===== src/rtl/ucsbece154b_bpred_gshare_pkg.sv =====
// Shared encodings for the gshare predictor: BTB entry types and init-FSM states.
package ucsbece154b_bpred_gshare_pkg;

  typedef enum logic [1:0] {
    BT_BRANCH = 2'b00,
    BT_JUMP   = 2'b01,
    BT_CALL   = 2'b10,
    BT_RET    = 2'b11
  } bt_type_e;

  typedef enum logic {
    BP_INIT  = 1'b0,
    BP_READY = 1'b1
  } bp_state_e;

endpackage


===== src/rtl/ucsbece154b_ras.sv =====
// Circular return-address stack; a push when full overwrites the oldest entry.
// Only instantiated when BPRED_RAS_EN is defined.
module ucsbece154b_ras #(
  parameter int DEPTH = 8
) (
  input  logic        clk,
  input  logic        reset_ni,
  input  logic        push_i,
  input  logic        pop_i,
  input  logic [31:0] push_data_i,
  output logic [31:0] top_o,
  output logic        empty_o
);

  localparam int PW = $clog2(DEPTH);
  localparam logic [PW-1:0] PTR_ONE  = {{(PW-1){1'b0}}, 1'b1};
  localparam logic [PW:0]   CNT_ONE  = {{PW{1'b0}}, 1'b1};
  localparam logic [PW:0]   CNT_FULL = (PW+1)'(DEPTH);

  logic [PW-1:0] r_ptr;
  logic [PW:0]   r_count;
  logic [31:0]   r_mem [DEPTH];

  assign empty_o = (r_count == '0);
  assign top_o   = r_mem[r_ptr - PTR_ONE];

  always_ff @(posedge clk or negedge reset_ni) begin
    if (!reset_ni) begin
      r_ptr   <= '0;
      r_count <= '0;
    end else if (push_i) begin
      r_ptr <= r_ptr + PTR_ONE;
      if (r_count != CNT_FULL) r_count <= r_count + CNT_ONE;
    end else if (pop_i && !empty_o) begin
      r_ptr   <= r_ptr - PTR_ONE;
      r_count <= r_count - CNT_ONE;
    end
  end

  always_ff @(posedge clk) begin
    if (push_i) r_mem[r_ptr] <= push_data_i;
  end

endmodule


===== src/rtl/ucsbece154b_bpred_gshare.sv =====
// Fetch-stage predictor: direct-mapped BTB + gshare PHT with speculative GHR and
// post-reset PHT clearing. Define BPRED_RAS_EN to add a return-address stack.
module ucsbece154b_bpred_gshare
  import ucsbece154b_bpred_gshare_pkg::*;
#(
  parameter int NUM_BTB_ENTRIES = 32,
  parameter int NUM_GHR_BITS    = 5,
  parameter int CTR_BITS        = 2,
  parameter int TAG_BITS        = 12,
  parameter int RAS_DEPTH       = 8
) (
  input  logic                    clk,
  input  logic                    reset_ni,
  output logic                    ready_o,
  output logic                    dbg_state_o,
  input  logic                    fetch_valid_i,
  input  logic [31:0]             pc_i,
  output logic                    hit_o,
  output logic                    taken_o,
  output logic [31:0]             target_o,
  output logic [NUM_GHR_BITS-1:0] ghr_o,
  input  logic                    upd_valid_i,
  input  logic [31:0]             upd_pc_i,
  input  logic [1:0]              upd_type_i,
  input  logic                    upd_taken_i,
  input  logic [31:0]             upd_target_i,
  input  logic [NUM_GHR_BITS-1:0] upd_ghr_i,
  input  logic                    upd_mispredict_i
);

  localparam int IDX       = $clog2(NUM_BTB_ENTRIES);
  localparam int N         = NUM_GHR_BITS;
  localparam int PHT_DEPTH = 2**N;
  localparam int TAG_LSB   = IDX + 2;
  localparam logic [CTR_BITS-1:0] CTR_WNT = {1'b0, {(CTR_BITS-1){1'b1}}};
  localparam logic [CTR_BITS-1:0] CTR_MAX = {CTR_BITS{1'b1}};
  localparam logic [CTR_BITS-1:0] CTR_ONE = {{(CTR_BITS-1){1'b0}}, 1'b1};
  localparam logic [N-1:0]        CNT_ONE = {{(N-1){1'b0}}, 1'b1};
  localparam logic [N-1:0]        CNT_LAST = {N{1'b1}};

  bp_state_e             r_state, w_state_next;
  logic [N-1:0]          r_cnt, r_ghr, w_ghr_next;
  logic [NUM_BTB_ENTRIES-1:0] r_valid;
  logic [TAG_BITS-1:0]   r_tag    [NUM_BTB_ENTRIES];
  logic [31:0]           r_target [NUM_BTB_ENTRIES];
  bt_type_e              r_type   [NUM_BTB_ENTRIES];
  logic [CTR_BITS-1:0]   r_pht    [PHT_DEPTH];

  logic                  w_ready, w_btb_we, w_fwd, w_hit, w_taken;
  logic [IDX-1:0]        w_f_idx, w_u_idx;
  logic [TAG_BITS-1:0]   w_f_tag, w_u_tag;
  logic [N-1:0]          w_f_pidx, w_u_pidx;
  logic [CTR_BITS-1:0]   w_f_ctr, w_u_ctr, w_u_ctr_next;
  bt_type_e              w_f_type;
  logic [31:0]           w_btb_tgt;
  logic                  w_unused_pc;

  assign w_unused_pc = ^{pc_i[1:0], pc_i[31:TAG_LSB+TAG_BITS],
                         upd_pc_i[1:0], upd_pc_i[31:TAG_LSB+TAG_BITS]};

  // Init FSM: sweeps the PHT once after reset, then stays in READY.
  always_comb begin
    w_state_next = r_state;
    case (r_state)
      BP_INIT:  if (r_cnt == CNT_LAST) w_state_next = BP_READY;
      BP_READY: w_state_next = BP_READY;
    endcase
  end

  always_ff @(posedge clk or negedge reset_ni) begin
    if (!reset_ni) begin
      r_state <= BP_INIT;
      r_cnt   <= '0;
    end else begin
      r_state <= w_state_next;
      if (r_state == BP_INIT) r_cnt <= r_cnt + CNT_ONE;
    end
  end

  assign w_ready     = (r_state == BP_READY);
  assign ready_o     = w_ready;
  assign dbg_state_o = r_state;

  assign w_f_idx  = pc_i[2 +: IDX];
  assign w_f_tag  = pc_i[TAG_LSB +: TAG_BITS];
  assign w_u_idx  = upd_pc_i[2 +: IDX];
  assign w_u_tag  = upd_pc_i[TAG_LSB +: TAG_BITS];
  assign w_f_pidx = pc_i[2 +: N] ^ r_ghr;
  assign w_u_pidx = upd_pc_i[2 +: N] ^ upd_ghr_i;
  assign w_f_ctr  = r_pht[w_f_pidx];

  assign w_btb_we = w_ready && upd_valid_i && upd_taken_i;
  assign w_fwd    = w_btb_we && (w_u_idx == w_f_idx) && (w_u_tag == w_f_tag);

  // A same-entry, same-tag write this cycle is visible to the fetch immediately.
  always_comb begin
    w_f_type  = r_type[w_f_idx];
    w_btb_tgt = r_target[w_f_idx];
    w_hit     = w_ready && r_valid[w_f_idx] && (r_tag[w_f_idx] == w_f_tag);
    if (w_fwd) begin
      w_f_type  = bt_type_e'(upd_type_i);
      w_btb_tgt = upd_target_i;
      w_hit     = 1'b1;
    end
  end

  always_comb begin
    w_taken = 1'b0;
    if (w_hit) w_taken = (w_f_type == BT_BRANCH) ? w_f_ctr[CTR_BITS-1] : 1'b1;
  end

  assign hit_o   = w_hit;
  assign taken_o = w_taken;
  assign ghr_o   = r_ghr;

`ifdef BPRED_RAS_EN
  logic        w_ras_push, w_ras_pop, w_ras_empty;
  logic [31:0] w_ras_top;

  assign w_ras_push = fetch_valid_i && w_hit && (w_f_type == BT_CALL);
  assign w_ras_pop  = fetch_valid_i && w_hit && (w_f_type == BT_RET);

  ucsbece154b_ras #(.DEPTH(RAS_DEPTH)) u_ras (
    .clk         (clk),
    .reset_ni    (reset_ni),
    .push_i      (w_ras_push),
    .pop_i       (w_ras_pop),
    .push_data_i (pc_i + 32'd4),
    .top_o       (w_ras_top),
    .empty_o     (w_ras_empty)
  );

  always_comb begin
    target_o = '0;
    if (w_hit) target_o = (w_f_type == BT_RET && !w_ras_empty) ? w_ras_top : w_btb_tgt;
  end
`else
  localparam int RAS_DEPTH_UNUSED = RAS_DEPTH;
  assign target_o = w_hit ? w_btb_tgt : '0;
`endif

  // Mispredict repair wins over a same-cycle speculative shift.
  always_comb begin
    w_ghr_next = r_ghr;
    if (w_ready) begin
      if (upd_valid_i && upd_mispredict_i)
        w_ghr_next = (upd_type_i == BT_BRANCH) ? {upd_ghr_i[N-2:0], upd_taken_i} : upd_ghr_i;
      else if (fetch_valid_i && w_hit && (w_f_type == BT_BRANCH))
        w_ghr_next = {r_ghr[N-2:0], w_taken};
    end
  end

  always_ff @(posedge clk or negedge reset_ni) begin
    if (!reset_ni) r_ghr <= '0;
    else           r_ghr <= w_ghr_next;
  end

  always_comb begin
    w_u_ctr      = r_pht[w_u_pidx];
    w_u_ctr_next = w_u_ctr;
    if (upd_taken_i) begin
      if (w_u_ctr != CTR_MAX) w_u_ctr_next = w_u_ctr + CTR_ONE;
    end else begin
      if (w_u_ctr != '0) w_u_ctr_next = w_u_ctr - CTR_ONE;
    end
  end

  // PHT has no reset; the INIT sweep is what clears it.
  always_ff @(posedge clk) begin
    if (r_state == BP_INIT)
      r_pht[r_cnt] <= CTR_WNT;
    else if (upd_valid_i && (upd_type_i == BT_BRANCH))
      r_pht[w_u_pidx] <= w_u_ctr_next;
  end

  always_ff @(posedge clk or negedge reset_ni) begin
    if (!reset_ni)     r_valid <= '0;
    else if (w_btb_we) r_valid[w_u_idx] <= 1'b1;
  end

  always_ff @(posedge clk) begin
    if (w_btb_we) begin
      r_tag[w_u_idx]    <= w_u_tag;
      r_target[w_u_idx] <= upd_target_i;
      r_type[w_u_idx]   <= bt_type_e'(upd_type_i);
    end
  end

endmodule


===== config.mk =====
export PLATFORM = sky130hd
export DESIGN_NAME = ucsbece154b_bpred_gshare
export DESIGN_NICKNAME = d
export VERILOG_FILES = /design/src/rtl/ucsbece154b_bpred_gshare_pkg.sv /design/src/rtl/ucsbece154b_ras.sv /design/src/rtl/ucsbece154b_bpred_gshare.sv
export SDC_FILE = /design/constraint.sdc
export NUM_CORES = 1
export LEC_CHECK = 0
export ABC_CLOCK_PERIOD_IN_PS = 4300
export CORE_MARGIN = 3
export CORE_UTILIZATION = 56
export CTS_CLUSTER_SIZE = 10
export DETAILED_ROUTE_END_ITERATION = 10
export GPL_ROUTABILITY_DRIVEN = 0
export GPL_TIMING_DRIVEN = 0
export PLACE_DENSITY = 0.76
export SKIP_LAST_GASP = 1
export SYNTH_ARGS = -nofsm -noshare
export SYNTH_HDL_FRONTEND = slang
export SYNTH_SLANG_ARGS = --single-unit
export TNS_END_PERCENT = 20

===== constraint.sdc =====
create_clock -name clk -period 4.3 [get_ports clk]
set_clock_uncertainty 0.1 [all_clocks]
set_input_delay 0.86 -clock clk [delete_from_list [all_inputs] [get_ports clk]]
set_output_delay 0.86 -clock clk [all_outputs]
set_load 0.05 [all_outputs]

==> metrics.json <==
{
  "layout": {
    "layout-area-overhead-vs-synth_pct": 17.8,
    "post_route_cells_drive_above_1_share_pct": 30.0,
    "post-route-cell-area_um2": 72500,
    "final_common_cell": "edfxtp_1",
    "layout.filler_cells": 6357,
    "final_cell_count_no_fill": 4654,
    "layout_common_cells": "1,536 x edfxtp_1, 382 x mux4_2, 189 x mux2i_1",
    "count_of_nets_after_finishing": 3315
  },
  "place": {
    "detailed_place_hpwl_mm": 99.1,
    "dpl.cell_count": 4417,
    "post_dp_cell_area_um2": 66200,
    "port-buffer-count": 114
  },
  "detailed_routing": {
    "drt_pass1_iterations": 6,
    "route.top_layer_used": "met5",
    "detail_route.wirelength_mm": 172,
    "antenna_left": 0,
    "vias": 33100,
    "met1Wirelength_mm": 58.5,
    "post_drt_wl_per_cell_um": 36.9,
    "viasPerCell": 7.12,
    "detailroute.wirelength.met2_mm": 84.5,
    "detail_route.drc_violations": 0,
    "met3RoutedLength_mm": 20.3,
    "detail_route.iter0.violations": 5421
  },
  "timing": {
    "maxClockFrequency_mhz": 196,
    "whs_ns": 0.151,
    "unrepaired_setup_endpoints_after_global_routing": "true",
    "timing.max_slew.rel_slack_pct": 12.1,
    "setup_ws_ns": -0.803,
    "timing_worst_slew_pin_value_ns": 1.32,
    "timing.final.hold_violations": 0,
    "final_period_minus_worst_setup_slack_ns": 5.10,
    "fin_setup_tns_ns": -57.45,
    "layout_worst_path_cycle_share_pct": 119,
    "setup_violations": 98,
    "slew_violations": 0
  },
  "setup_path": {
    "path_max_fanout": 8,
    "critical_path_arrival_ns": 4.14,
    "reg2reg_depth": 4,
    "timing_worst_setup_path_type": "reg -> out",
    "worst_setup_end_kind": "output pin",
    "regToRegSetupSlack_ns": 0.71,
    "cp-endpoint": "target_o[3]",
    "startpoint_of_the_most_critical_setup_path": "r_tag[14][1]$_DFFE_PP_",
    "r2r_start": "dbg_state_o$_DFF_PN0_",
    "critical_path.startpoint_type": "flop",
    "worst_ep_required_time_ns": 3.34,
    "timing.rr.end": "r_target[19][13]$_DFFE_PP_"
  },
  "logic_synthesis": {
    "netlist_instances": 2834,
    "synth_cell_types": 49,
    "synth_area_per_cell_um2": 21.7,
    "postSynthRegisterBits": 1579,
    "post_synthesis_cell_area_um2": 61600,
    "asyncSetResetFlopFracSynth_pct": 2.72,
    "seq_area_frac_synth_pct": 76.7,
    "dominantRegCellSynth": "edfxtp_1",
    "synth_enable_flop_cells": 1536,
    "synth.net_count": 2945,
    "ys_warn_count": 0
  },
  "clock_tree": {
    "cts_hold_buf": 0,
    "clockBufferDepth": 3,
    "tritoncts": "built",
    "clk_latency_ns": 0.80,
    "cts.htree.levels": 4,
    "clock_pin_slew_on_the_worst_setup_and_hold_paths_ns": 0.06,
    "clock-sinks": 1579,
    "cts_buffers": 176,
    "cts-root-buf": "clkbuf_16"
  },
  "floorplan": {
    "initial_core_util_pct": 56.9,
    "ios": 150,
    "core_area_um2": 108000,
    "die_width_um": 338,
    "placementRows": 120,
    "die_area_um2": 114000,
    "die_h_um": 338
  },
  "flow_run": {
    "maxCapViolations": 0
  },
  "global_routing": {
    "all_layer_global_routing_usage_pct": 30.6,
    "grt_start_max_net_pins": 44,
    "grt_pass1_wl_mm": 244,
    "globalRoute.totalOverflow": 0,
    "grt_pass1_vias": 34000,
    "antenna_found_initial": 4
  },
  "run_status": {
    "failing_checks": "negative setup slack",
    "run_status": "complete, but fails checks"
  },
  "power_and_ir_drop": {
    "power.static_leakage_uw": 0.0235,
    "power_per_unit_of_standard_cell_area_nw_per_um2": 445,
    "power.total_uw": 32300,
    "peakVddDrop_uv": 376
  },
  "min_path": {
    "hold_class": "in -> async"
  }
}
-- cell usage after synthesis, types with 2 or more instances --
cell | number | area [µm²]
mux2_2 | 15 | 169
nand2b_1 | 4 | 25.0
buf_1 | 39 | 146
o211ai_1 | 2 | 15.0
o22ai_1 | 2 | 12.5
nor4_1 | 8 | 50.1
inv_1 | 4 | 15.0
xor2_1 | 8 | 70.1
o21ai_0 | 38 | 190
nor2b_1 | 10 | 62.6
mux4_1 | 2 | 52.6
nand3_1 | 13 | 65.1
and3_1 | 5 | 31.3
clkbuf_1 | 66 | 248
or3b_2 | 3 | 26.3
ha_1 | 2 | 25.0
nor3_1 | 19 | 95.1
mux2i_1 | 197 | 1970
nor2_1 | 99 | 372
mux4_2 | 382 | 8600
or2_2 | 34 | 213
or3_1 | 3 | 18.8
nand3b_1 | 4 | 30.0
edfxtp_1 | 1536 | 46100
a22oi_1 | 69 | 518
a21o_1 | 4 | 30.0
and2_1 | 4 | 25.0
dfrtp_1 | 43 | 1080
buf_6 | 7 | 78.8
xnor2_1 | 34 | 298
a21boi_0 | 3 | 22.5
nand4_1 | 15 | 93.8
buf_2 | 24 | 120
nand2_1 | 68 | 255
a21oi_1 | 54 | 270
-- worst max-delay path: stages (launching register included) --
cell      delay [ns]
edfxtp_1        0.43
mux4_2          0.50
mux2_4          0.28
o22ai_4         0.19
nor3_2          0.08
nor4b_4         0.36
nand4_1         0.13
buf_4           0.18
nor3_4          0.32
nand2b_4        0.09
buf_12          0.18
clkbuf_8        0.20
o21ai_4         0.21
buf_6           0.19
-- state kept, by name, indices dropped and copies added, names as in the netlist --
name         flops
r_target      1024
r_pht           64
r_cnt            5
r_type          64
r_valid         32
dbg_state_o      1
r_tag          384
ghr_o            5
-- worst min-delay path by stage --
stage                             from                      end  slack (ns)  cells past startpoint
3_5_place_dp   r_valid[26]$_DFFE_PN0P_  r_valid[26]$_DFFE_PN0P_        0.35                      1
2_1_floorplan   r_valid[3]$_DFFE_PN0P_   r_valid[3]$_DFFE_PN0P_        0.33                      1
3_3_place_gp   r_valid[10]$_DFFE_PN0P_  r_valid[10]$_DFFE_PN0P_        0.34                      1
5_1_grt                       reset_ni     r_cnt[4]$_DFFE_PN0N_        0.20                      1
6_report                      reset_ni   r_valid[0]$_DFFE_PN0P_        0.15                      1
4_1_cts                       reset_ni    dbg_state_o$_DFF_PN0_        0.13                      1
-- per-stage QoR --
step	util (%)	setup WS, ns
6_report	67.1	-0.803
3_3_place_gp	59.8	-3.69
4_1_cts	66.8	-0.675
2_1_floorplan	-	-0.270
3_5_place_dp	61.3	-3.73
5_1_grt	67.1	-0.823
-- where the power goes --
part	leakage [µW]	internal, µW	switching (µW)
logic	0.00679	826	1180
clock network	0.00234	7440	5790
registers	0.0144	17000	49.1
-- timing repair --
action                                  in CTS  in global routing
buffers inserted                             7                  3
gates resized for setup                    512                 66
pin swaps                                   24                  9
cloned                                       5                  0
endpoints found under the setup margin     103                138
-- routing by layer --
metal / global-route usage (%) / vias up
li1: - / 12500
met1: 40.5 / 17200
met2: 49.1 / 2838
met3: 7.09 / 558
met4: 13.9 / 4
met5: 0 / -
-- cell type report --
| cell class | count | area (µm²) | area share [%] |
|---|---|---|---|
| Timing Repair Buffer | 195 | 2760 | 3.81 |
| Clock buffer | 207 | 4560 | 6.29 |
| Multi-Input combinational cell | 1111 | 14600 | 20.1 |
| Tap cell | 1403 | 1760 | 2.42 |
| Buffer | 135 | 1300 | 1.80 |
| Inverter | 6 | 31.3 | 0.0432 |
| Sequential cell | 1579 | 47200 | 65.1 |
| Antenna cell | 2 | 5.00 | 0.00690 |
| Clock inverter | 16 | 265 | 0.366 |
-- kinds of logic (layout without fill, tap and decap cells) --
family	Yosys count	after routing	synth area share (%)
buf+inv	144	559	1.04
xor+xnor	42	42	0.598
simple gates	291	291	2.25
compound gates	179	179	1.84
fa+ha+maj	3	3	0.0569
mux	596	596	17.5
other cells	0	2	0
flops	1579	1579	76.7
Power figures use the tool's default switching activity.
